## config.mk

```make
export PLATFORM = sky130hd
export DESIGN_NAME = stream_demux4_flat
export DESIGN_NICKNAME = d
export VERILOG_FILES = /design/src/rtl/stream_demux4_pkg.sv /design/src/rtl/stream_demux4_if.sv /design/src/rtl/stream_demux4_xfer_counter.sv /design/src/rtl/stream_demux4.sv /design/src/flat_wrapper.sv
export SDC_FILE = /design/constraint.sdc
export NUM_CORES = 1
export LEC_CHECK = 0
export ABC_AREA = 1
export CORE_AREA = 2 2 101 103
export CTS_CLUSTER_SIZE = 20
export DETAILED_ROUTE_END_ITERATION = 10
export DIE_AREA = 0 0 103 105
export GPL_TIMING_DRIVEN = 0
export PLACE_DENSITY_LB_ADDON = 0.3
export SETUP_SLACK_MARGIN = 0.2
export SLEW_MARGIN = 20
export SYNTH_ARGS = -nofsm -noshare
export SYNTH_HDL_FRONTEND = slang
export SYNTH_SLANG_ARGS = --single-unit
```

## constraint.sdc

```tcl
create_clock -name CLOCK -period 2.5 [get_ports CLOCK]
set_input_delay 0.75 -clock CLOCK [delete_from_list [all_inputs] [get_ports CLOCK]]
set_output_delay 0.75 -clock CLOCK [all_outputs]
set_load 0.01 [all_outputs]
```

## src/rtl/stream_demux4_pkg.sv

```systemverilog
// Shared types and constants for the stream_demux4 one-to-four registered demultiplexer.
package stream_demux4_pkg;

    typedef enum logic {
        IDLE = 1'b0,
        HOLD = 1'b1
    } state_t;

    localparam int N_DEF  = 32;
    localparam int CW_DEF = 16;
    localparam int SW     = 2;

endpackage

```

## src/rtl/stream_demux4_if.sv

```systemverilog
// Upstream word handshake plus the four downstream valid/ready/data lanes of stream_demux4.
interface stream_demux4_if #(
    parameter int N = stream_demux4_pkg::N_DEF
);
    logic                             IN_VALID;
    logic                             IN_READY;
    logic [stream_demux4_pkg::SW-1:0] S;
    logic [N-1:0]                     D;
    logic [3:0]                       V;
    logic [3:0]                       R;
    logic [N-1:0]                     Y0;
    logic [N-1:0]                     Y1;
    logic [N-1:0]                     Y2;
    logic [N-1:0]                     Y3;

    modport master (
        output IN_VALID, S, D, R,
        input  IN_READY, V, Y0, Y1, Y2, Y3
    );

    modport slave (
        input  IN_VALID, S, D, R,
        output IN_READY, V, Y0, Y1, Y2, Y3
    );
endinterface

```

## src/rtl/stream_demux4_xfer_counter.sv

```systemverilog
// Wrapping transfer counter with synchronous active-low clear; only built with STREAM_DEMUX4_CNT_EN.
`ifdef STREAM_DEMUX4_CNT_EN
module xfer_counter #(
    parameter int CW = 16
) (
    input  logic          clk,
    input  logic          rst_n,
    input  logic          inc,
    output logic [CW-1:0] cnt
);

    always_ff @(posedge clk) begin
        if (!rst_n) begin
            cnt <= '0;
        end else if (inc) begin
            cnt <= cnt + 1'b1;
        end
    end

endmodule
`endif

```

## src/rtl/stream_demux4.sv

```systemverilog
// One-entry registered demux: each accepted word is presented on lane S until that lane takes it.
// Optional per-lane completed-transfer counters CNT0..CNT3 are built when STREAM_DEMUX4_CNT_EN is defined.
module stream_demux4
    import stream_demux4_pkg::*;
#(
    parameter int N  = N_DEF,
    parameter int CW = CW_DEF
) (
    input  logic            CLOCK,
    input  logic            RESET_N,
    input  logic            ENABLE,
    stream_demux4_if.slave  bus
`ifdef STREAM_DEMUX4_CNT_EN
    ,
    output logic [CW-1:0]   CNT0,
    output logic [CW-1:0]   CNT1,
    output logic [CW-1:0]   CNT2,
    output logic [CW-1:0]   CNT3
`endif
);

    state_t          state_q;
    state_t          state_d;
    logic [N-1:0]    data_q;
    logic [SW-1:0]   sel_q;
    logic            sel_rdy;
    logic            in_xfer;
    logic            out_xfer;
    logic            in_ready;
    logic [3:0]      v;
    logic [N-1:0]    y0;
    logic [N-1:0]    y1;
    logic [N-1:0]    y2;
    logic [N-1:0]    y3;

    // Only the ready bit of the lane currently holding the word matters.
    assign sel_rdy  = bus.R[sel_q];
    assign in_xfer  = bus.IN_VALID && in_ready;
    assign out_xfer = RESET_N && ENABLE && (state_q == HOLD) && sel_rdy;

    always_ff @(posedge CLOCK) begin
        if (!RESET_N) begin
            state_q <= IDLE;
        end else begin
            state_q <= state_d;
        end
    end

    always_ff @(posedge CLOCK) begin
        if (!RESET_N) begin
            data_q <= '0;
            sel_q  <= '0;
        end else if (in_xfer) begin
            data_q <= bus.D;
            sel_q  <= bus.S;
        end
    end

    // In HOLD an input transfer implies the held word drains in the same cycle.
    always_comb begin
        state_d = state_q;
        case (state_q)
            IDLE:    if (in_xfer) state_d = HOLD;
            HOLD:    if (out_xfer && !in_xfer) state_d = IDLE;
            default: state_d = IDLE;
        endcase
    end

    always_comb begin
        in_ready = RESET_N && ENABLE && ((state_q == IDLE) || sel_rdy);
        v        = 4'b0000;
        y0       = '0;
        y1       = '0;
        y2       = '0;
        y3       = '0;
        if (RESET_N && (state_q == HOLD)) begin
            v[sel_q] = 1'b1;
            case (sel_q)
                2'd0:    y0 = data_q;
                2'd1:    y1 = data_q;
                2'd2:    y2 = data_q;
                default: y3 = data_q;
            endcase
        end
    end

    assign bus.IN_READY = in_ready;
    assign bus.V        = v;
    assign bus.Y0       = y0;
    assign bus.Y1       = y1;
    assign bus.Y2       = y2;
    assign bus.Y3       = y3;

`ifdef STREAM_DEMUX4_CNT_EN
    logic [3:0] cnt_inc;

    assign cnt_inc[0] = out_xfer && (sel_q == 2'd0);
    assign cnt_inc[1] = out_xfer && (sel_q == 2'd1);
    assign cnt_inc[2] = out_xfer && (sel_q == 2'd2);
    assign cnt_inc[3] = out_xfer && (sel_q == 2'd3);

    xfer_counter #(.CW(CW)) u_cnt0 (.clk(CLOCK), .rst_n(RESET_N), .inc(cnt_inc[0]), .cnt(CNT0));
    xfer_counter #(.CW(CW)) u_cnt1 (.clk(CLOCK), .rst_n(RESET_N), .inc(cnt_inc[1]), .cnt(CNT1));
    xfer_counter #(.CW(CW)) u_cnt2 (.clk(CLOCK), .rst_n(RESET_N), .inc(cnt_inc[2]), .cnt(CNT2));
    xfer_counter #(.CW(CW)) u_cnt3 (.clk(CLOCK), .rst_n(RESET_N), .inc(cnt_inc[3]), .cnt(CNT3));
`endif

endmodule

```

## src/flat_wrapper.sv

```systemverilog
// flat-port wrapper written by rule: the top's interface ports become plain ports
module stream_demux4_flat import stream_demux4_pkg::*;
#(
    parameter int N  = N_DEF,
    parameter int CW = CW_DEF
)
  (CLOCK, RESET_N, ENABLE, bus_IN_VALID, bus_S, bus_D, bus_R, bus_IN_READY, bus_V, bus_Y0, bus_Y1, bus_Y2, bus_Y3);
  stream_demux4_if #(.N(N)) bus_i ();
  input  logic CLOCK;
  input  logic RESET_N;
  input  logic ENABLE;
  input wire logic [$bits(bus_i.IN_VALID)-1:0] bus_IN_VALID;
  input wire logic [$bits(bus_i.S)-1:0] bus_S;
  input wire logic [$bits(bus_i.D)-1:0] bus_D;
  input wire logic [$bits(bus_i.R)-1:0] bus_R;
  output wire logic [$bits(bus_i.IN_READY)-1:0] bus_IN_READY;
  output wire logic [$bits(bus_i.V)-1:0] bus_V;
  output wire logic [$bits(bus_i.Y0)-1:0] bus_Y0;
  output wire logic [$bits(bus_i.Y1)-1:0] bus_Y1;
  output wire logic [$bits(bus_i.Y2)-1:0] bus_Y2;
  output wire logic [$bits(bus_i.Y3)-1:0] bus_Y3;
  assign bus_i.IN_VALID = bus_IN_VALID;
  assign bus_i.S = bus_S;
  assign bus_i.D = bus_D;
  assign bus_i.R = bus_R;
  assign bus_IN_READY = bus_i.IN_READY;
  assign bus_V = bus_i.V;
  assign bus_Y0 = bus_i.Y0;
  assign bus_Y1 = bus_i.Y1;
  assign bus_Y2 = bus_i.Y2;
  assign bus_Y3 = bus_i.Y3;
  stream_demux4 #(.N(N), .CW(CW)) u_core (.CLOCK(CLOCK), .RESET_N(RESET_N), .ENABLE(ENABLE), .bus(bus_i));
endmodule
```

==> report_table.html, run 1 <==
<table>
<tr><th>Metric</th><th>Value</th></tr>
<tr><th colspan="2">Floorplan</th></tr>
<tr><td>Die boundary height</td><td>between 100 and 150 um</td></tr>
<tr><td>Area of the die</td><td>10820 um^2</td></tr>
<tr><td>Initial core utilization</td><td>24.78%</td></tr>
<tr><td>Die Width</td><td>103 um</td></tr>
<tr><td>Row count</td><td>36</td></tr>
<tr><td>Floorplan Core Area</td><td>between 9000 and 10000 um^2</td></tr>
<tr><td>Top-level port count</td><td>175</td></tr>
<tr><th colspan="2">Power</th></tr>
<tr><td>Pleak</td><td>2.356 nW</td></tr>
<tr><td>Internal cell power</td><td>roughly 0.00095 W</td></tr>
<tr><td>Gate power share</td><td>between 20% and 30%</td></tr>
<tr><td>Net switching power</td><td>0.0004269 W</td></tr>
<tr><td>Part of the power in the clock network</td><td>29.0%</td></tr>
<tr><td>Net switching fraction of the power</td><td>30.91%</td></tr>
<tr><td>Power density cells</td><td>280.6 nW/um^2</td></tr>
<tr><td>Sequential cell fraction of total power</td><td>44.3%</td></tr>
<tr><td>IR Drop Worst-Case VDD</td><td>176.5 uV</td></tr>
<tr><th colspan="2">Synthesis</th></tr>
<tr><td>Average size of a mapped cell</td><td>between 5 and 6 um^2</td></tr>
<tr><td>Number of synthesized register bits</td><td>35</td></tr>
<tr><td>Synthesis Warnings</td><td>0</td></tr>
<tr><td>Syn Std Cell Area</td><td>2389 um^2</td></tr>
<tr><td>Post-synth cell types</td><td>15</td></tr>
<tr><td>Share of the yosys chip area belonging to registers</td><td>29.33%</td></tr>
<tr><td>Post-synth net total</td><td>468</td></tr>
<tr><td>Synth Instances</td><td>426</td></tr>
<tr><th colspan="2">Outcome</th></tr>
<tr><td>Result of the run</td><td>completed</td></tr>
<tr><th colspan="2">Worst setup path</th></tr>
<tr><td>Worst endpoint data arrival time</td><td>around 1.7 ns</td></tr>
<tr><td>CP delay by family, top</td><td>buffers and inverters</td></tr>
<tr><td>Data required time of the critical path</td><td>1.75 ns</td></tr>
<tr><td>Slowest stage delay, CP</td><td>0.16 ns</td></tr>
<tr><td>Endpoint type of the worst setup path</td><td>primary output</td></tr>
<tr><td>Highest net fanout along the worst path</td><td>8</td></tr>
<tr><td>Critical path, cell by cell</td><td>buf_12 &gt; nand2_8 &gt; nor2_4 &gt; clkinv_4 &gt; buf_6 &gt; clkbuf_16 &gt; nor2_4 &gt; buf_6</td></tr>
<tr><td>Worst setup path category</td><td>in2out</td></tr>
<tr><td>Startpoint type of the worst setup path</td><td>input port</td></tr>
<tr><td>Slowest CP cell</td><td>clkbuf_16</td></tr>
<tr><td>Number of buffers and inverters on the critical path</td><td>5</td></tr>
<tr><th colspan="2">Cells and area</th></tr>
<tr><td>Final layout net count</td><td>680</td></tr>
<tr><td>Number of diodes added for antenna fixing</td><td>0</td></tr>
<tr><td>Layout cell share with drive strength beyond 1</td><td>45.07%</td></tr>
<tr><td>Final std cell area, no fill</td><td>4922 um^2</td></tr>
<tr><td>Final non-filler cell total</td><td>772</td></tr>
<tr><td>Synth-to-layout area growth</td><td>106.1%</td></tr>
<tr><th colspan="2">GRT</th></tr>
<tr><td>Global route total overflow</td><td>0</td></tr>
<tr><td>Number of global-route vias before repair</td><td>3198</td></tr>
<tr><td>Maximum number of pins on one net before global-route repair</td><td>11</td></tr>
<tr><td>Global routing usage summed across all routing layers</td><td>19.22%</td></tr>
<tr><td>Initial antenna violation count</td><td>0</td></tr>
<tr><td>Met2 Use GR</td><td>34.97%</td></tr>
<tr><td>Highest-utilization routing layer at the global route stage</td><td>met2</td></tr>
<tr><td>First-pass GRT wire length</td><td>16490 um</td></tr>
<tr><td>Met1 track demand over resource</td><td>between 20% and 30%</td></tr>
<tr><td>Met3 usage</td><td>between 2 and 3%</td></tr>
<tr><th colspan="2">STA</th></tr>
<tr><td>Worst clock skew</td><td>approximately 0.0076 ns</td></tr>
<tr><td>Shortest period the worst path allows</td><td>~2.4 ns</td></tr>
<tr><td>RSZ-0062 raised after global routing</td><td>yes</td></tr>
<tr><td>Number of failing setup endpoints in the final timing report</td><td>0</td></tr>
<tr><td>Slew at the pin closest to its max-slew limit</td><td>0.5071 ns</td></tr>
<tr><td>Peak clock frequency supported by timing</td><td>0.4112 GHz</td></tr>
<tr><td>Worst relative slew slack</td><td>66.19%</td></tr>
<tr><td>Slew Viols, Final</td><td>0</td></tr>
<tr><td>Final period utilization</td><td>97.27%</td></tr>
<tr><td>Endpoints failing hold</td><td>0</td></tr>
<tr><th colspan="2">Place</th></tr>
<tr><td>Cell count after placement</td><td>732</td></tr>
<tr><td>Instance area at placement</td><td>4459 um^2</td></tr>
<tr><td>Global placer's final weighted congestion</td><td>slightly below 0.8</td></tr>
<tr><td>IO Port Bufs</td><td>approximately 170</td></tr>
<tr><td>DP HPWL</td><td>7215 um</td></tr>
<tr><th colspan="2">Clocking</th></tr>
<tr><td>Insertion delay to the later sink of the worst-skew pair</td><td>0.28 ns</td></tr>
<tr><td>Clock transition time at the flip-flop clock pins of the worst setup and hold paths</td><td>about 0.070 ns</td></tr>
<tr><td>Largest buffer count on any clock path</td><td>2</td></tr>
<tr><td>Number of sinks on the clock net</td><td>35</td></tr>
<tr><td>Total of hold buffers inserted after clock tree synthesis</td><td>0</td></tr>
<tr><td>Clock tree from TritonCTS</td><td>done</td></tr>
<tr><td>Total CTS buffers</td><td>5</td></tr>
<tr><td>CTS root buf</td><td>clkbuf_8</td></tr>
<tr><td>Depth of the CTS H-tree</td><td>2</td></tr>
<tr><th colspan="2">Route</th></tr>
<tr><td>Total DRC errors in the routed layout</td><td>0</td></tr>
<tr><td>Per-cell routed wire length</td><td>13.87 um</td></tr>
<tr><td>Detailed router's first-iteration violation count</td><td>86</td></tr>
<tr><td>Detailed-route vias per instance</td><td>roughly 4.3</td></tr>
<tr><td>Number of optimization iterations in the first detailed-route pass</td><td>4</td></tr>
<tr><td>Number of vias after detailed routing</td><td>approximately 3300</td></tr>
<tr><td>Drt total wl</td><td>10710 um</td></tr>
<tr><td>ANT nets after route</td><td>0</td></tr>
<tr><th colspan="2">Flow run</th></tr>
<tr><td>Max-cap violation count</td><td>0</td></tr>
<tr><th colspan="2">Worst hold path</th></tr>
<tr><td>Min-delay worst type</td><td>reg2reg</td></tr>
</table>
[routing by layer]
layer / wire length (um) / part of all wire, % / vias up
li1: - / - / 1678
met5: 0 / 0 / -
met3: 640 / 6.0 / 10
met2: 5588 / 52 / 121
met4: 99 / 0.92 / 0
met1: 4380 / 41 / 1529
[cells in the mapped netlist]
library cell,instances,area share [%]
a21oi_2,20,7.3
inv_1,72,11
nor2_1,166,26
buf_2,6,1.3
nand3_2,1,0.42
dfxtp_1,35,29
clkbuf_1,19,3.0
buf_6,5,2.4
o21ai_0,1,0.21
a21oi_1,15,3.1
inv_2,2,0.31
nand2_1,47,7.4
a31oi_1,1,0.26
nand3_1,35,7.3
nand2_2,1,0.26
[power groups by stage]
stage / combinational, W / clock, W / sequential, W
finish: 0.000369 / 0.000401 / 0.000611
global route: 0.000404 / 0.000436 / 0.000615
CTS: 0.000356 / 0.000406 / 0.000611
detailed placement: 0.000311 / 0 / 0.000621
global placement: 0.000305 / 0 / 0.000620
floorplan: 0.000188 / 0 / 0.000617
[stage by stage]
step	total power [W]	utilization, %	TNS [ns]	hold slack, ns	setup WS (ns)
2_1_floorplan	0.0008053	-	0	0.4516	0.1573
3_3_place_gp	0.0009249	46.26	-75.16	0.4634	-0.7203
3_5_place_dp	0.0009321	46.26	-76.35	0.4683	-0.7279
4_1_cts	0.001373	47.95	0	0.4876	0.03951
5_1_grt	0.001455	51.06	0	0.5068	0.004756
6_report	0.001381	51.06	0	0.4841	0.06826
[timing repair]
action / CTS / global route
cloned: 12 / 0
buffers inserted: 16 / 4
setup endpoints to repair: 133 / 129
pin swaps: 6 / 1
gates resized for setup: 587 / 63
[registers in the layout, indices dropped and copies added (netlist names)]
name and flops:
u_core.sel_q 2, u_core.data_q 32, u_core.state_q 1
[logic make-up after synthesis]
logic type,count (synthesis),synth area share (%)
simple gates,250,41.49
buf+inv,104,18.23
compound gates,37,10.95
flops,35,29.33
[tightest hold or removal path: cells and delay by family (launching register included)]
| kind | cells | cell delay, ns |
|---|---|---|
| AO/OA/AOI/OAI | 1 | 0.04 |
| flip-flops | 1 | 0.33 |
| AND/OR/NAND/NOR | 1 | 0.08 |
[cell usage in the layout, fill, tap and decap left out, types with 2 or more instances in the layout]
| master | n |
|---|---|
| a21oi_1 | 15 |
| a21oi_2 | 20 |
| buf_12 | 3 |
| buf_2 | 106 |
| buf_4 | 13 |
| buf_6 | 34 |
| buf_8 | 2 |
| clkbuf_1 | 9 |
| clkbuf_16 | 15 |
| clkbuf_8 | 12 |
| clkdlybuf4s15_2 | 4 |
| clkdlybuf4s50_1 | 35 |
| dfxtp_1 | 33 |
| dfxtp_2 | 2 |
| dlygate4sd2_1 | 7 |
| inv_1 | 70 |
| inv_2 | 2 |
| nand2_1 | 41 |
| nand2_2 | 3 |
| nand2_8 | 4 |
| nand3_1 | 35 |
| nor2_1 | 103 |
| nor2_2 | 37 |
| nor2_4 | 26 |
[area by class of cell]
cell class / instances / area, um^2
buffer: 30 / 427.9
tap: 133 / 166.4
clock inverter: 1 / 5.005
fill: 1028 / 4717
timing repair buffer: 205 / 1643
clock buffer: 7 / 76.32
multi-input combinational: 287 / 1610
inverter: 74 / 290.3
sequential: 35 / 703.2
[worst paths after layout]
check | from | end | slack [ns] | cells past startpoint
max reg2reg | u_core.sel_q[0]$_SDFFE_PN0P_ | u_core.data_q[24]$_SDFFE_PN0P_ | 0.62 | 13
min reg2reg | u_core.data_q[0]$_SDFFE_PN0P_ | u_core.data_q[0]$_SDFFE_PN0P_ | 0.48 | 2
max | RESET_N | bus_Y3[5] | 0.07 | 8
min | u_core.data_q[0]$_SDFFE_PN0P_ | u_core.data_q[0]$_SDFFE_PN0P_ | 0.48 | 2
Note: power is estimated with default switching activity, not from simulation.
==> inputs of run 2 (changes only) <==
--- a/config.mk
+++ b/config.mk
@@ -5,12 +5,12 @@
 export SDC_FILE = /design/constraint.sdc
 export NUM_CORES = 1
 export LEC_CHECK = 0
-export ABC_AREA = 1
 export CORE_AREA = 2 2 101 103
 export CTS_CLUSTER_SIZE = 20
 export DETAILED_ROUTE_END_ITERATION = 10
 export DIE_AREA = 0 0 103 105
 export GPL_TIMING_DRIVEN = 0
+export HOLD_SLACK_MARGIN = 0.05
 export PLACE_DENSITY_LB_ADDON = 0.3
 export SETUP_SLACK_MARGIN = 0.2
 export SLEW_MARGIN = 20
==> report_table.html, run 2 <==
<table>
<tr><th>Metric</th><th>Value</th></tr>
<tr><th colspan="2">Synthesis</th></tr>
<tr><td>Number of synthesized register bits</td><td>35</td></tr>
<tr><td>Area share of and/or/nand/nor cells after synthesis</td><td>41.40%</td></tr>
<tr><td>Post-synth net total</td><td>345</td></tr>
<tr><td>Ys async rst share</td><td>0%</td></tr>
<tr><td>Portion of netlist area occupied by mux cells</td><td>~16%</td></tr>
<tr><td>Top post-synthesis cells by count</td><td>and2_1 (128), nand2_1 (37), dfxtp_1 (35)</td></tr>
<tr><td>Dominant cell by count in the synthesized netlist</td><td>and2_1</td></tr>
<tr><td>EDFF count, synth</td><td>0</td></tr>
<tr><td>Area fraction of the dominant cell type after synthesis</td><td>33.37%</td></tr>
<tr><td>Post-synth cell types</td><td>23</td></tr>
<tr><td>Compound-cell area share of the yosys netlist</td><td>under 10%</td></tr>
<tr><td>Top cells by area in the synthesized netlist</td><td>and2_1 (33%), dfxtp_1 (29%), mux2i_1 (14%)</td></tr>
<tr><td>Main combinational cell family by area after synthesis</td><td>simple AND/OR/NAND/NOR gates</td></tr>
<tr><td>Average size of a mapped cell</td><td>approximately 7.9 um^2</td></tr>
<tr><td>Syn Std Cell Area</td><td>2400 um^2</td></tr>
<tr><td>Share of the yosys chip area belonging to registers</td><td>29.20%</td></tr>
<tr><td>Xor/xnor cell area share of the yosys netlist</td><td>0%</td></tr>
<tr><td>Synthesis Warnings</td><td>0</td></tr>
<tr><td>Post-synth top flop</td><td>dfxtp_1</td></tr>
<tr><td>Synth Instances</td><td>303</td></tr>
<tr><td>Area share of fa/ha/maj cells after synthesis</td><td>0%</td></tr>
<tr><td>Cell type contributing the most total cell area after synthesis</td><td>and2_1</td></tr>
<tr><th colspan="2">Flow run</th></tr>
<tr><td>Max-cap violation count</td><td>0</td></tr>
<tr><th colspan="2">Cells and area</th></tr>
<tr><td>Largest regs</td><td>u_core.data_q x32, u_core.sel_q x2, u_core.state_q x1</td></tr>
<tr><td>Max FFs per register</td><td>32</td></tr>
<tr><td>Final layout net count</td><td>561</td></tr>
<tr><td>Most flop-heavy register</td><td>u_core.data_q</td></tr>
<tr><td>Fillcell total</td><td>887</td></tr>
<tr><td>Layout cell share with drive strength beyond 1</td><td>between 60% and 70%</td></tr>
<tr><td>Core Util, Final</td><td>between 50 and 60%</td></tr>
<tr><td>Most frequent standard cell in the layout excluding fill and tap cells</td><td>buf_6</td></tr>
<tr><td>Number of diodes added for antenna fixing</td><td>0</td></tr>
<tr><td>Final non-filler cell total</td><td>653</td></tr>
<tr><td>Synth-to-layout area growth</td><td>124.2%</td></tr>
<tr><td>Highest-count cells in the layout ignoring fill and taps</td><td>buf_6 (127), and2_4 (108), nand2_1 (36)</td></tr>
<tr><th colspan="2">Power</th></tr>
<tr><td>IR Drop Worst-Case VDD</td><td>~160 uV</td></tr>
<tr><td>Pleak</td><td>around 2.8 nW</td></tr>
<tr><td>Net switching power</td><td>0.0003528 W</td></tr>
<tr><td>Gate power share</td><td>about a fifth</td></tr>
<tr><td>Sequential cell fraction of total power</td><td>46.5%</td></tr>
<tr><td>Internal cell power</td><td>0.001011 W</td></tr>
<tr><td>Part of the power in the clock network</td><td>33.7%</td></tr>
<tr><td>Net switching fraction of the power</td><td>about 26%</td></tr>
<tr><td>Power density cells</td><td>253.4 nW/um^2</td></tr>
<tr><th colspan="2">Place</th></tr>
<tr><td>DP HPWL</td><td>approximately 6500 um</td></tr>
<tr><td>IO Port Bufs</td><td>174</td></tr>
<tr><td>Global placer's final weighted congestion</td><td>about 0.78</td></tr>
<tr><td>Cell count after placement</td><td>around 600</td></tr>
<tr><td>Placement-stage worst setup slack</td><td>-1.290 ns</td></tr>
<tr><th colspan="2">STA</th></tr>
<tr><td>Setup TNS</td><td>0 ns</td></tr>
<tr><td>Slew at the pin closest to its max-slew limit</td><td>0.5048 ns</td></tr>
<tr><td>RSZ-0062 raised after global routing</td><td>yes</td></tr>
<tr><td>Worst clock skew</td><td>0.006236 ns</td></tr>
<tr><td>Worst relative slew slack</td><td>between 60% and 70%</td></tr>
<tr><td>Final worst-path setup slack</td><td>0.009801 ns</td></tr>
<tr><td>Peak clock frequency supported by timing</td><td>~0.4 GHz</td></tr>
<tr><td>Slew Viols, Final</td><td>0</td></tr>
<tr><td>Final period utilization</td><td>~100%</td></tr>
<tr><td>Number of failing setup endpoints in the final timing report</td><td>0</td></tr>
<tr><td>Shortest period the worst path allows</td><td>around 2.5 ns</td></tr>
<tr><td>Endpoints failing hold</td><td>0</td></tr>
<tr><th colspan="2">Floorplan</th></tr>
<tr><td>Initial core utilization</td><td>24.90%</td></tr>
<tr><td>Die boundary height</td><td>approximately 110 um</td></tr>
<tr><td>Area of the die</td><td>10820 um^2</td></tr>
<tr><td>Die Width</td><td>103 um</td></tr>
<tr><td>Top-level port count</td><td>175</td></tr>
<tr><td>Floorplan Core Area</td><td>9639 um^2</td></tr>
<tr><td>Row count</td><td>36</td></tr>
<tr><th colspan="2">Route</th></tr>
<tr><td>Number of vias after detailed routing</td><td>2790</td></tr>
<tr><td>Number of optimization iterations in the first detailed-route pass</td><td>6</td></tr>
<tr><td>Detailed router's first-iteration violation count</td><td>40</td></tr>
<tr><td>Total DRC errors in the routed layout</td><td>0</td></tr>
<tr><td>Drt total wl</td><td>a little over 10000 um</td></tr>
<tr><td>Detailed-route vias per instance</td><td>4.273</td></tr>
<tr><td>Per-cell routed wire length</td><td>between 15 and 20 um</td></tr>
<tr><td>ANT nets after route</td><td>0</td></tr>
<tr><th colspan="2">Worst setup path</th></tr>
<tr><td>Data required time of the critical path</td><td>1.75 ns</td></tr>
<tr><td>Endpoint type of the worst setup path</td><td>primary output</td></tr>
<tr><td>Startpoint type of the worst setup path</td><td>input port</td></tr>
<tr><td>Worst setup path category</td><td>in2out</td></tr>
<tr><td>Highest net fanout along the worst path</td><td>5</td></tr>
<tr><td>Worst endpoint data arrival time</td><td>1.74 ns</td></tr>
<tr><th colspan="2">Clocking</th></tr>
<tr><td>Largest buffer count on any clock path</td><td>2</td></tr>
<tr><td>CTS root buf</td><td>clkbuf_8</td></tr>
<tr><td>Total CTS buffers</td><td>5</td></tr>
<tr><td>Clock transition time at the flip-flop clock pins of the worst setup and hold paths</td><td>0.07 ns</td></tr>
<tr><td>Insertion delay to the later sink of the worst-skew pair</td><td>0.29 ns</td></tr>
<tr><td>Clock tree from TritonCTS</td><td>done</td></tr>
<tr><td>Number of sinks on the clock net</td><td>35</td></tr>
<tr><td>Depth of the CTS H-tree</td><td>2</td></tr>
<tr><th colspan="2">Outcome</th></tr>
<tr><td>Result of the run</td><td>completed</td></tr>
<tr><th colspan="2">GRT</th></tr>
<tr><td>First-pass GRT wire length</td><td>14520 um</td></tr>
<tr><td>Maximum number of pins on one net before global-route repair</td><td>11</td></tr>
<tr><td>Global route total overflow</td><td>0</td></tr>
<tr><td>Initial antenna violation count</td><td>0</td></tr>
<tr><td>Number of global-route vias before repair</td><td>around 2700</td></tr>
<tr><td>Global routing usage summed across all routing layers</td><td>17.45%</td></tr>
<tr><th colspan="2">Worst hold path</th></tr>
<tr><td>Min-delay worst type</td><td>reg2reg</td></tr>
</table>
[run 2: cell type report]
class	instances	area, um^2	share of cell area, %
timing repair buffer	209	2176	40.43
multi-input combinational	214	1763	32.76
sequential	35	703.2	13.07
buffer	20	345.3	6.417
tap	133	166.4	3.092
inverter	34	127.6	2.372
clock buffer	8	100.1	1.860
[run 2: timing repair]
| item | CTS | global route |
|---|---|---|
| hold buffers | 0 | 0 |
| setup endpoints to repair | 133 | 133 |
| setup buffers | 16 | 9 |
| gates resized for setup | 701 | 167 |
| pin swaps | 42 | 4 |
| cloned | 9 | 1 |
[run 2: power groups by stage]
stage | clock, W | combinational [W] | sequential [W]
floorplan | 0 | 0.000102 | 0.000624
global placement | 0 | 0.000203 | 0.000633
detailed placement | 0 | 0.000206 | 0.000636
CTS | 0.000484 | 0.000247 | 0.000629
global route | 0.000498 | 0.000291 | 0.000640
finish | 0.000459 | 0.000270 | 0.000634
[run 2: routing by layer]
| metal | vias up | track usage, % | part of all wire [%] |
|---|---|---|---|
| li1 | 1355 | - | - |
| met1 | 1304 | 19.92 | 39 |
| met2 | 121 | 31.59 | 52 |
| met3 | 10 | 4.348 | 7.6 |
| met4 | 0 | 4.699 | 1.2 |
| met5 | - | 0 | 0 |
[run 2: logic make-up after synthesis]
kind of cell / after synthesis
multiplexers: 36
AND/OR/NAND/NOR: 173
AO/OA/AOI/OAI: 5
flip-flops: 35
buffers and inverters: 54
[run 2: path summary, 6_finish.rpt]
check | start | endpoint | slack (ns) | depth (start not counted)
setup / recovery | RESET_N | bus_Y1[17] | 0.01 | 7
hold / removal | u_core.data_q[8]$_SDFFE_PN0P_ | u_core.data_q[8]$_SDFFE_PN0P_ | 0.51 | 2
setup reg to reg | u_core.sel_q[0]$_SDFFE_PN0P_ | u_core.data_q[21]$_SDFFE_PN0P_ | 0.56 | 7
hold reg to reg | u_core.data_q[8]$_SDFFE_PN0P_ | u_core.data_q[8]$_SDFFE_PN0P_ | 0.51 | 2
[run 2: through the flow]
stage	area, um^2	hold slack (ns)	power [W]
2_1_floorplan	2420	0.4586	0.0007267
3_3_place_gp	4328	0.4725	0.0008360
3_5_place_dp	4328	0.4815	0.0008416
4_1_cts	4883	0.4987	0.001360
5_1_grt	5381	0.5343	0.001429
6_report	5381	0.5079	0.001364
[run 2: critical path, cell delays in order]
cell       delay (ns)
buf_8            0.09
nand2_8          0.07
nor3b_4          0.25
buf_6            0.18
clkbuf_16        0.16
and2_4           0.14
buf_6            0.09
